===== config.mk =====
export PLATFORM = sky130hd
export DESIGN_NAME = pin_entry_ctrl_flat
export DESIGN_NICKNAME = d
export VERILOG_FILES = /design/src/rtl/pin_entry_pkg.sv /design/src/rtl/pin_entry_ctrl_if.sv /design/src/rtl/pin_entry_timer.sv /design/src/rtl/pin_entry_ctrl.sv /design/src/flat_wrapper.sv
export SDC_FILE = /design/constraint.sdc
export NUM_CORES = 1
export LEC_CHECK = 0
export ABC_AREA = 1
export ABC_CLOCK_PERIOD_IN_PS = 2900
export CAP_MARGIN = 20
export CORE_MARGIN = 3
export CORE_UTILIZATION = 55
export DETAILED_ROUTE_END_ITERATION = 8
export PLACE_DENSITY_LB_ADDON = 0.05
export SYNTH_ARGS = -nofsm -noshare
export SYNTH_HDL_FRONTEND = slang
export SYNTH_SLANG_ARGS = --single-unit

===== constraint.sdc =====
create_clock -name clk -period 2.9 [get_ports clk]
set_input_delay 0.29 -clock clk [delete_from_list [all_inputs] [get_ports clk]]
set_output_delay 0.29 -clock clk [all_outputs]
set_load 0.05 [all_outputs]

===== src/rtl/pin_entry_pkg.sv =====
// rtl/pin_entry_pkg.sv - shared widths, limits and entry state encoding for the pin entry block
package pin_entry_pkg;

    localparam int DIGIT_W = 4;
    localparam int PIN_W   = 8;

    // Largest key code that counts as a decimal digit; 10-15 are function keys.
    localparam logic [DIGIT_W-1:0] MAX_DIGIT = 4'd9;

    typedef enum logic [1:0] {
        IDLE = 2'd0,   // no digits held
        ONE  = 2'd1,   // first digit held
        TWO  = 2'd2,   // both digits held, waiting for ENTER or prog_req
        HOLD = 2'd3    // request issued, pin and flags held for the lock
    } entry_state_e;

endpackage


===== src/rtl/pin_entry_ctrl_if.sv =====
// rtl/pin_entry_ctrl_if.sv - keypad/lock side signal bundle of the pin entry controller
//
// master : keypad + lock driver (drives key strobes, prog_req, lock_open)
// slave  : pin_entry_ctrl (drives pin, match flags, pulses, digit_cnt)
interface pin_entry_ctrl_if import pin_entry_pkg::*; ();

    logic               key_valid;
    logic [DIGIT_W-1:0] key_code;
    logic               key_enter;
    logic               key_clear;
    logic               prog_req;
    logic               lock_open;

    logic [PIN_W-1:0]   pin;
    logic               first_four_match;
    logic               last_four_match;
    logic               req_access;
    logic               prog_ack;
    logic               timeout_err;
    logic [1:0]         digit_cnt;

    modport master (
        output key_valid, key_code, key_enter, key_clear, prog_req, lock_open,
        input  pin, first_four_match, last_four_match, req_access, prog_ack,
               timeout_err, digit_cnt
    );

    modport slave (
        input  key_valid, key_code, key_enter, key_clear, prog_req, lock_open,
        output pin, first_four_match, last_four_match, req_access, prog_ack,
               timeout_err, digit_cnt
    );

endinterface


===== src/rtl/pin_entry_timer.sv =====
// rtl/pin_entry_timer.sv - inactivity counter with restart/enable and expiry flag
//
// Ports:
//   clk, rst  : clock, asynchronous active-high reset
//   restart   : reload the count to 0 on the next edge
//   enable    : count while high; held at 0 while low
//   expired   : high while enabled and the count sits at TIMEOUT_CYC-1
module pin_entry_timer #(
    parameter int TIMEOUT_CYC = 1000,
    parameter int TMR_W       = 10
) (
    input  logic clk,
    input  logic rst,
    input  logic restart,
    input  logic enable,
    output logic expired
);

    localparam logic [TMR_W-1:0] LAST = TMR_W'(TIMEOUT_CYC - 1);

    logic [TMR_W-1:0] cnt_q;

    always_ff @(posedge clk or posedge rst) begin
        if (rst) begin
            cnt_q <= '0;
        end else if (restart || !enable) begin
            cnt_q <= '0;
        end else if (cnt_q != LAST) begin
            // Saturate so a missed restart can never wrap into a second expiry.
            cnt_q <= cnt_q + 1'b1;
        end
    end

    assign expired = enable && (cnt_q == LAST);

endmodule


===== src/rtl/pin_entry_ctrl.sv =====
// rtl/pin_entry_ctrl.sv - keypad front-end assembling a two-digit pin and comparing it to the stored code
//
// Ports:
//   clk, rst : clock, asynchronous active-high reset
//   bus      : pin_entry_ctrl_if.slave
//              in : key_valid, key_code, key_enter, key_clear, prog_req, lock_open
//              out: pin, first_four_match, last_four_match, req_access, prog_ack,
//                   timeout_err, digit_cnt (all registered)
module pin_entry_ctrl import pin_entry_pkg::*; #(
    parameter logic [PIN_W-1:0] DEFAULT_PIN = 8'h25,
    parameter int               TIMEOUT_CYC = 1000,
    parameter int               TMR_W       = 10
) (
    input  logic             clk,
    input  logic             rst,
    pin_entry_ctrl_if.slave  bus
);

    localparam logic [1:0] S_IDLE = IDLE;
    localparam logic [1:0] S_ONE  = ONE;
    localparam logic [1:0] S_TWO  = TWO;
    localparam logic [1:0] S_HOLD = HOLD;

    logic [1:0]       state_q, state_d;
    logic [PIN_W-1:0] pin_q, pin_d;
    logic [PIN_W-1:0] stored_q, stored_d;
    logic             ffm_q, ffm_d;
    logic             lfm_q, lfm_d;
    logic             req_q, req_d;
    logic             ack_q, ack_d;
    logic             tmo_q, tmo_d;
    logic [1:0]       cnt_q, cnt_d;

    logic digit_acc;
    logic tmr_expired;
    logic tmr_enable;
    logic tmr_restart;

    // Only events that actually change something take priority; an ignored
    // ENTER or prog_req lets a lower-priority event in the same cycle through.
    logic enter_eff;
    logic prog_eff;
    logic digit_eff;

    assign enter_eff = bus.key_enter && (state_q != S_HOLD);
    assign prog_eff  = bus.prog_req && bus.lock_open && (state_q == S_TWO);
    assign digit_eff = bus.key_valid && (bus.key_code <= MAX_DIGIT) && (state_q != S_TWO);

    always_comb begin
        state_d   = state_q;
        pin_d     = pin_q;
        stored_d  = stored_q;
        ffm_d     = ffm_q;
        lfm_d     = lfm_q;
        cnt_d     = cnt_q;
        req_d     = 1'b0;
        ack_d     = 1'b0;
        tmo_d     = 1'b0;
        digit_acc = 1'b0;

        if (bus.key_clear) begin
            state_d = S_IDLE;
            pin_d   = '0;
            ffm_d   = 1'b0;
            lfm_d   = 1'b0;
            cnt_d   = 2'd0;
        end else if (enter_eff) begin
            req_d   = 1'b1;
            state_d = S_HOLD;
            if (state_q == S_TWO) begin
                ffm_d = (pin_q[PIN_W-1 -: DIGIT_W] == stored_q[PIN_W-1 -: DIGIT_W]);
                lfm_d = (pin_q[DIGIT_W-1:0] == stored_q[DIGIT_W-1:0]);
            end else begin
                // Short entry: the lock must see a failed attempt.
                ffm_d = 1'b0;
                lfm_d = 1'b0;
            end
        end else if (prog_eff) begin
            ack_d    = 1'b1;
            stored_d = pin_q;
            pin_d    = '0;
            cnt_d    = 2'd0;
            state_d  = S_IDLE;
        end else if (digit_eff) begin
            digit_acc = 1'b1;
            if (state_q == S_ONE) begin
                pin_d[DIGIT_W-1:0] = bus.key_code;
                cnt_d              = 2'd2;
                state_d            = S_TWO;
            end else begin
                pin_d   = {bus.key_code, {DIGIT_W{1'b0}}};
                cnt_d   = 2'd1;
                ffm_d   = 1'b0;
                lfm_d   = 1'b0;
                state_d = S_ONE;
            end
        end else if (tmr_expired) begin
            tmo_d   = 1'b1;
            pin_d   = '0;
            ffm_d   = 1'b0;
            lfm_d   = 1'b0;
            cnt_d   = 2'd0;
            state_d = S_IDLE;
        end
    end

    assign tmr_enable  = (state_q == S_ONE) || (state_q == S_TWO);
    assign tmr_restart = digit_acc || (state_d != state_q);

    pin_entry_timer #(
        .TIMEOUT_CYC (TIMEOUT_CYC),
        .TMR_W       (TMR_W)
    ) u_timer (
        .clk     (clk),
        .rst     (rst),
        .restart (tmr_restart),
        .enable  (tmr_enable),
        .expired (tmr_expired)
    );

    always_ff @(posedge clk or posedge rst) begin
        if (rst) begin
            state_q  <= S_IDLE;
            pin_q    <= '0;
            stored_q <= DEFAULT_PIN;
            ffm_q    <= 1'b0;
            lfm_q    <= 1'b0;
            cnt_q    <= 2'd0;
            req_q    <= 1'b0;
            ack_q    <= 1'b0;
            tmo_q    <= 1'b0;
        end else begin
            state_q  <= state_d;
            pin_q    <= pin_d;
            stored_q <= stored_d;
            ffm_q    <= ffm_d;
            lfm_q    <= lfm_d;
            cnt_q    <= cnt_d;
            req_q    <= req_d;
            ack_q    <= ack_d;
            tmo_q    <= tmo_d;
        end
    end

    assign bus.pin              = pin_q;
    assign bus.first_four_match = ffm_q;
    assign bus.last_four_match  = lfm_q;
    assign bus.req_access       = req_q;
    assign bus.prog_ack         = ack_q;
    assign bus.timeout_err      = tmo_q;
    assign bus.digit_cnt        = cnt_q;

endmodule


===== src/flat_wrapper.sv =====
// flat-port wrapper written by rule: the top's interface ports become plain ports
module pin_entry_ctrl_flat import pin_entry_pkg::*;
#(
    parameter logic [PIN_W-1:0] DEFAULT_PIN = 8'h25,
    parameter int               TIMEOUT_CYC = 1000,
    parameter int               TMR_W       = 10
)
  (clk, rst, bus_key_valid, bus_key_code, bus_key_enter, bus_key_clear, bus_prog_req, bus_lock_open, bus_pin, bus_first_four_match, bus_last_four_match, bus_req_access, bus_prog_ack, bus_timeout_err, bus_digit_cnt);
  pin_entry_ctrl_if bus_i ();
  input  logic clk;
  input  logic rst;
  input wire logic [$bits(bus_i.key_valid)-1:0] bus_key_valid;
  input wire logic [$bits(bus_i.key_code)-1:0] bus_key_code;
  input wire logic [$bits(bus_i.key_enter)-1:0] bus_key_enter;
  input wire logic [$bits(bus_i.key_clear)-1:0] bus_key_clear;
  input wire logic [$bits(bus_i.prog_req)-1:0] bus_prog_req;
  input wire logic [$bits(bus_i.lock_open)-1:0] bus_lock_open;
  output wire logic [$bits(bus_i.pin)-1:0] bus_pin;
  output wire logic [$bits(bus_i.first_four_match)-1:0] bus_first_four_match;
  output wire logic [$bits(bus_i.last_four_match)-1:0] bus_last_four_match;
  output wire logic [$bits(bus_i.req_access)-1:0] bus_req_access;
  output wire logic [$bits(bus_i.prog_ack)-1:0] bus_prog_ack;
  output wire logic [$bits(bus_i.timeout_err)-1:0] bus_timeout_err;
  output wire logic [$bits(bus_i.digit_cnt)-1:0] bus_digit_cnt;
  assign bus_i.key_valid = bus_key_valid;
  assign bus_i.key_code = bus_key_code;
  assign bus_i.key_enter = bus_key_enter;
  assign bus_i.key_clear = bus_key_clear;
  assign bus_i.prog_req = bus_prog_req;
  assign bus_i.lock_open = bus_lock_open;
  assign bus_pin = bus_i.pin;
  assign bus_first_four_match = bus_i.first_four_match;
  assign bus_last_four_match = bus_i.last_four_match;
  assign bus_req_access = bus_i.req_access;
  assign bus_prog_ack = bus_i.prog_ack;
  assign bus_timeout_err = bus_i.timeout_err;
  assign bus_digit_cnt = bus_i.digit_cnt;
  pin_entry_ctrl #(.DEFAULT_PIN(DEFAULT_PIN), .TIMEOUT_CYC(TIMEOUT_CYC), .TMR_W(TMR_W)) u_core (.clk(clk), .rst(rst), .bus(bus_i));
endmodule

==> metrics <==
Internal Power=0.8111 mW; clock buffer depth=2; CTS Buf Count=5; CTS H-tree lvls=2; Slew HR=between 60% and 70%; Final Max Slew Viols=0; fillers=roughly 260; crit-path cells=inv_1 > ha_1 > nor2_1 > nand2_2 > nor2_1 > nand3_1 > nand3_1 > a22o_1; met1 Track Usage GR=between 20% and 30%; Syn Nets=222; Min-Delay Path Class=in2async; commonest non-fill, non-tap cell in the layout=nand2_1; final setup skew=roughly 0.0084 ns; vias in the first global route=around 1400; worst-skew pair later-pin latency=0.34 ns; Cell Count, Final, Fillers Out=285; # diodes=0; Worst setup EP type=register; CTS tree=built; drt first pass iters=4; hold buffer count at CTS=0; Cell Area, Synth=1843 um^2; cts repair resizes=0; power density over the cells=roughly 530 nW/um^2; Total Wirelength=around 3.7 mm; synth unique cells=27; largest net degree at the start of global routing=36; detailed-route via count=between 1000 and 1500; setup TNS=0 ns; port bufs=25; Top Usage Layer GRT=met2; register area share after synthesis=between 40% and 50%; I/O pin count=26; min cycle time layout=just over 2 ns; VDD IR max=between 300 and 400 uV; Synth Register Bits=35; first-pass GRT wire length=around 6.6 mm; syn avg cell area=just under 9 um^2; RSZ-0062 raised after global routing=no; Post-layout nets=255; Ys Warns=0; CP Max Fanout=6; root buf cell=clkbuf_4; vias per cell=around 5; Clk pwr share=31.1%; CP max stage delay=between 0.4 and 0.5 ns; max frequency=488.6 MHz; buffer and inverter count on the worst path=1; Setup-failing EPs final=0; part of the power in combinational logic=about a quarter; most frequent cells in the layout=nand2_1 (56), dfrtp_1 (32), clkdlybuf4s50_1 (25); outcome=completed; period utilization=approximately 71%; core box area=about 3100 um^2; Area Overhead vs Synth=21.66%; Data arrival, critical path=about 2.3 ns; Worst setup SP type=register; initial antenna violation count=0; Global Route met3 Usage=about 5.3%; MaxCap Viol Count=0; Sw Ratio=31.68%; Hold Slack=between 0.3 and 0.4 ns; final hold vios=0; Slew @ Worst Pin=about 0.50 ns; Clock transition at path regs=0.11 ns; gr usage total=between 20% and 30%; routability congestion estimate=about 1.0; CP delay by family, top=simple AND/OR/NAND/NOR gates; HPWL after DPL=2.817 mm; DRC=0; Overall Power=1.187 mW; share of layout cells above drive strength 1=around 17%; Reg power frac=~45%; Mapped Cells=between 200 and 250; postcts setup bufs=0; fin util=~72%; Die Wd=63.89 um; Routed Antenna Nets=0; placed cells=between 200 and 300; Die Ht=approximately 64 um; grt met2 use=between 30% and 40%; CP max-delay cell=dfrtp_1; worst path required time=~3.2 ns; mean routed wirelength per cell=around 13 um; kind of critical path=reg2reg; Lkg Pwr=around 1.1 nW; FP Rows=20; initial core utilization=between 50% and 60%; Sw Pwr=approximately 0.38 mW; CTS Sinks=35; Starting DRT DRC Count=83; Overflow after GRT=0; die area=4081 um^2
[per-layer routing]
metal,vias to the layer above,routed length (um)
li1,727,-
met1,683,1734
met2,35,1697
met3,8,164
met4,0,74
met5,-,0
[registers in the layout (all words and copies together), names as in the netlist]
name                         flops
u_core.bus.first_four_match      1
u_core.bus.pin                   8
u_core.bus.last_four_match       1
u_core.state_q                   2
u_core.bus.prog_ack              1
u_core.stored_q                  8
u_core.bus.req_access            1
u_core.bus.timeout_err           1
u_core.bus.digit_cnt             2
u_core.u_timer.cnt_q            10
[Yosys cell counts]
master,instances,area [um^2]
nand4_1,1,6.260
nor2_4,1,11.26
nor2_2,2,12.51
dfrtp_1,32,800.8
nand2_8,1,20.02
nand3_1,12,60.06
a22o_1,2,17.52
o21ai_2,1,8.760
o21ai_0,13,65.06
nand2_2,7,43.79
o31ai_1,1,7.510
nor3_1,2,10.01
nand2_4,2,22.52
nor4_1,3,18.77
inv_2,4,15.01
nand3_4,1,17.52
a21oi_1,2,10.01
nor3_2,10,100.1
ha_1,4,50.05
nor3b_1,1,7.510
nand3_2,1,10.01
dfstp_2,3,78.83
inv_1,23,86.33
xnor2_1,3,26.28
nor2_1,8,30.03
xor2_1,11,96.34
nand2_1,56,210.2
[path summary, 6_finish.rpt]
kind                       cells past startpoint  slack [ns]                            from                                     end
max in group asynchronous                      3        2.21                             rst          u_core.stored_q[0]$_DFFE_PP1P_
min reg2reg                                    2        0.48  u_core.stored_q[2]$_DFFE_PP1P_          u_core.stored_q[2]$_DFFE_PP1P_
max                                            8        0.85     u_core.state_q[0]$_DFF_PP0_  u_core.bus.last_four_match$_DFFE_PP0P_
min                                            3        0.34                             rst     u_core.u_timer.cnt_q[2]$_DFFE_PP0P_
max reg2reg                                    8        0.85     u_core.state_q[0]$_DFF_PP0_  u_core.bus.last_four_match$_DFFE_PP0P_
min in group clk                               2        0.48  u_core.stored_q[2]$_DFFE_PP1P_          u_core.stored_q[2]$_DFFE_PP1P_
[tightest hold or removal path: stages]
cell and delay, ns:
clkdlybuf4s50_1 0.40, inv_1 0.06, buf_4 0.38
[cell families (layout without fill, tap and decap cells)]
| family | Yosys count | count (layout) | synth area share [%] |
|---|---|---|---|
| simple gates | 108 | 108 | 31.50 |
| flops | 35 | 35 | 47.73 |
| buf+inv | 27 | 61 | 5.499 |
| compound gates | 19 | 19 | 5.907 |
| xor+xnor | 14 | 14 | 6.653 |
| fa+ha+maj | 4 | 4 | 2.716 |
[per-stage QoR]
step                      setup WS, ns  instance area, um^2
after floorplan                  1.229                 1843
after global placement          0.9228                 2156
after detailed placement        0.8662                 2156
after CTS                       0.8565                 2242
after global routing            0.6462                 2242
final                           0.8532                 2242
[area by class of cell]
type / instances / area, um^2 / area share, %
clock buffer: 6 / 51.30 / 2.288
clock inverter: 2 / 35.03 / 1.563
inverter: 27 / 101.3 / 4.520
multi-input combinational: 145 / 862.1 / 38.45
sequential: 35 / 879.6 / 39.23
tap: 44 / 55.05 / 2.455
timing repair buffer: 26 / 257.7 / 11.50
[power groups by stage]
stage / Clock (mW) / Combinational, mW / Sequential, mW
after floorplan: 0 / 0.170 / 0.580
after global placement: 0 / 0.277 / 0.546
after detailed placement: 0 / 0.281 / 0.548
after CTS: 0.379 / 0.283 / 0.539
after global routing: 0.405 / 0.309 / 0.543
final: 0.370 / 0.279 / 0.538
Note: power is estimated with default switching activity, not from simulation.
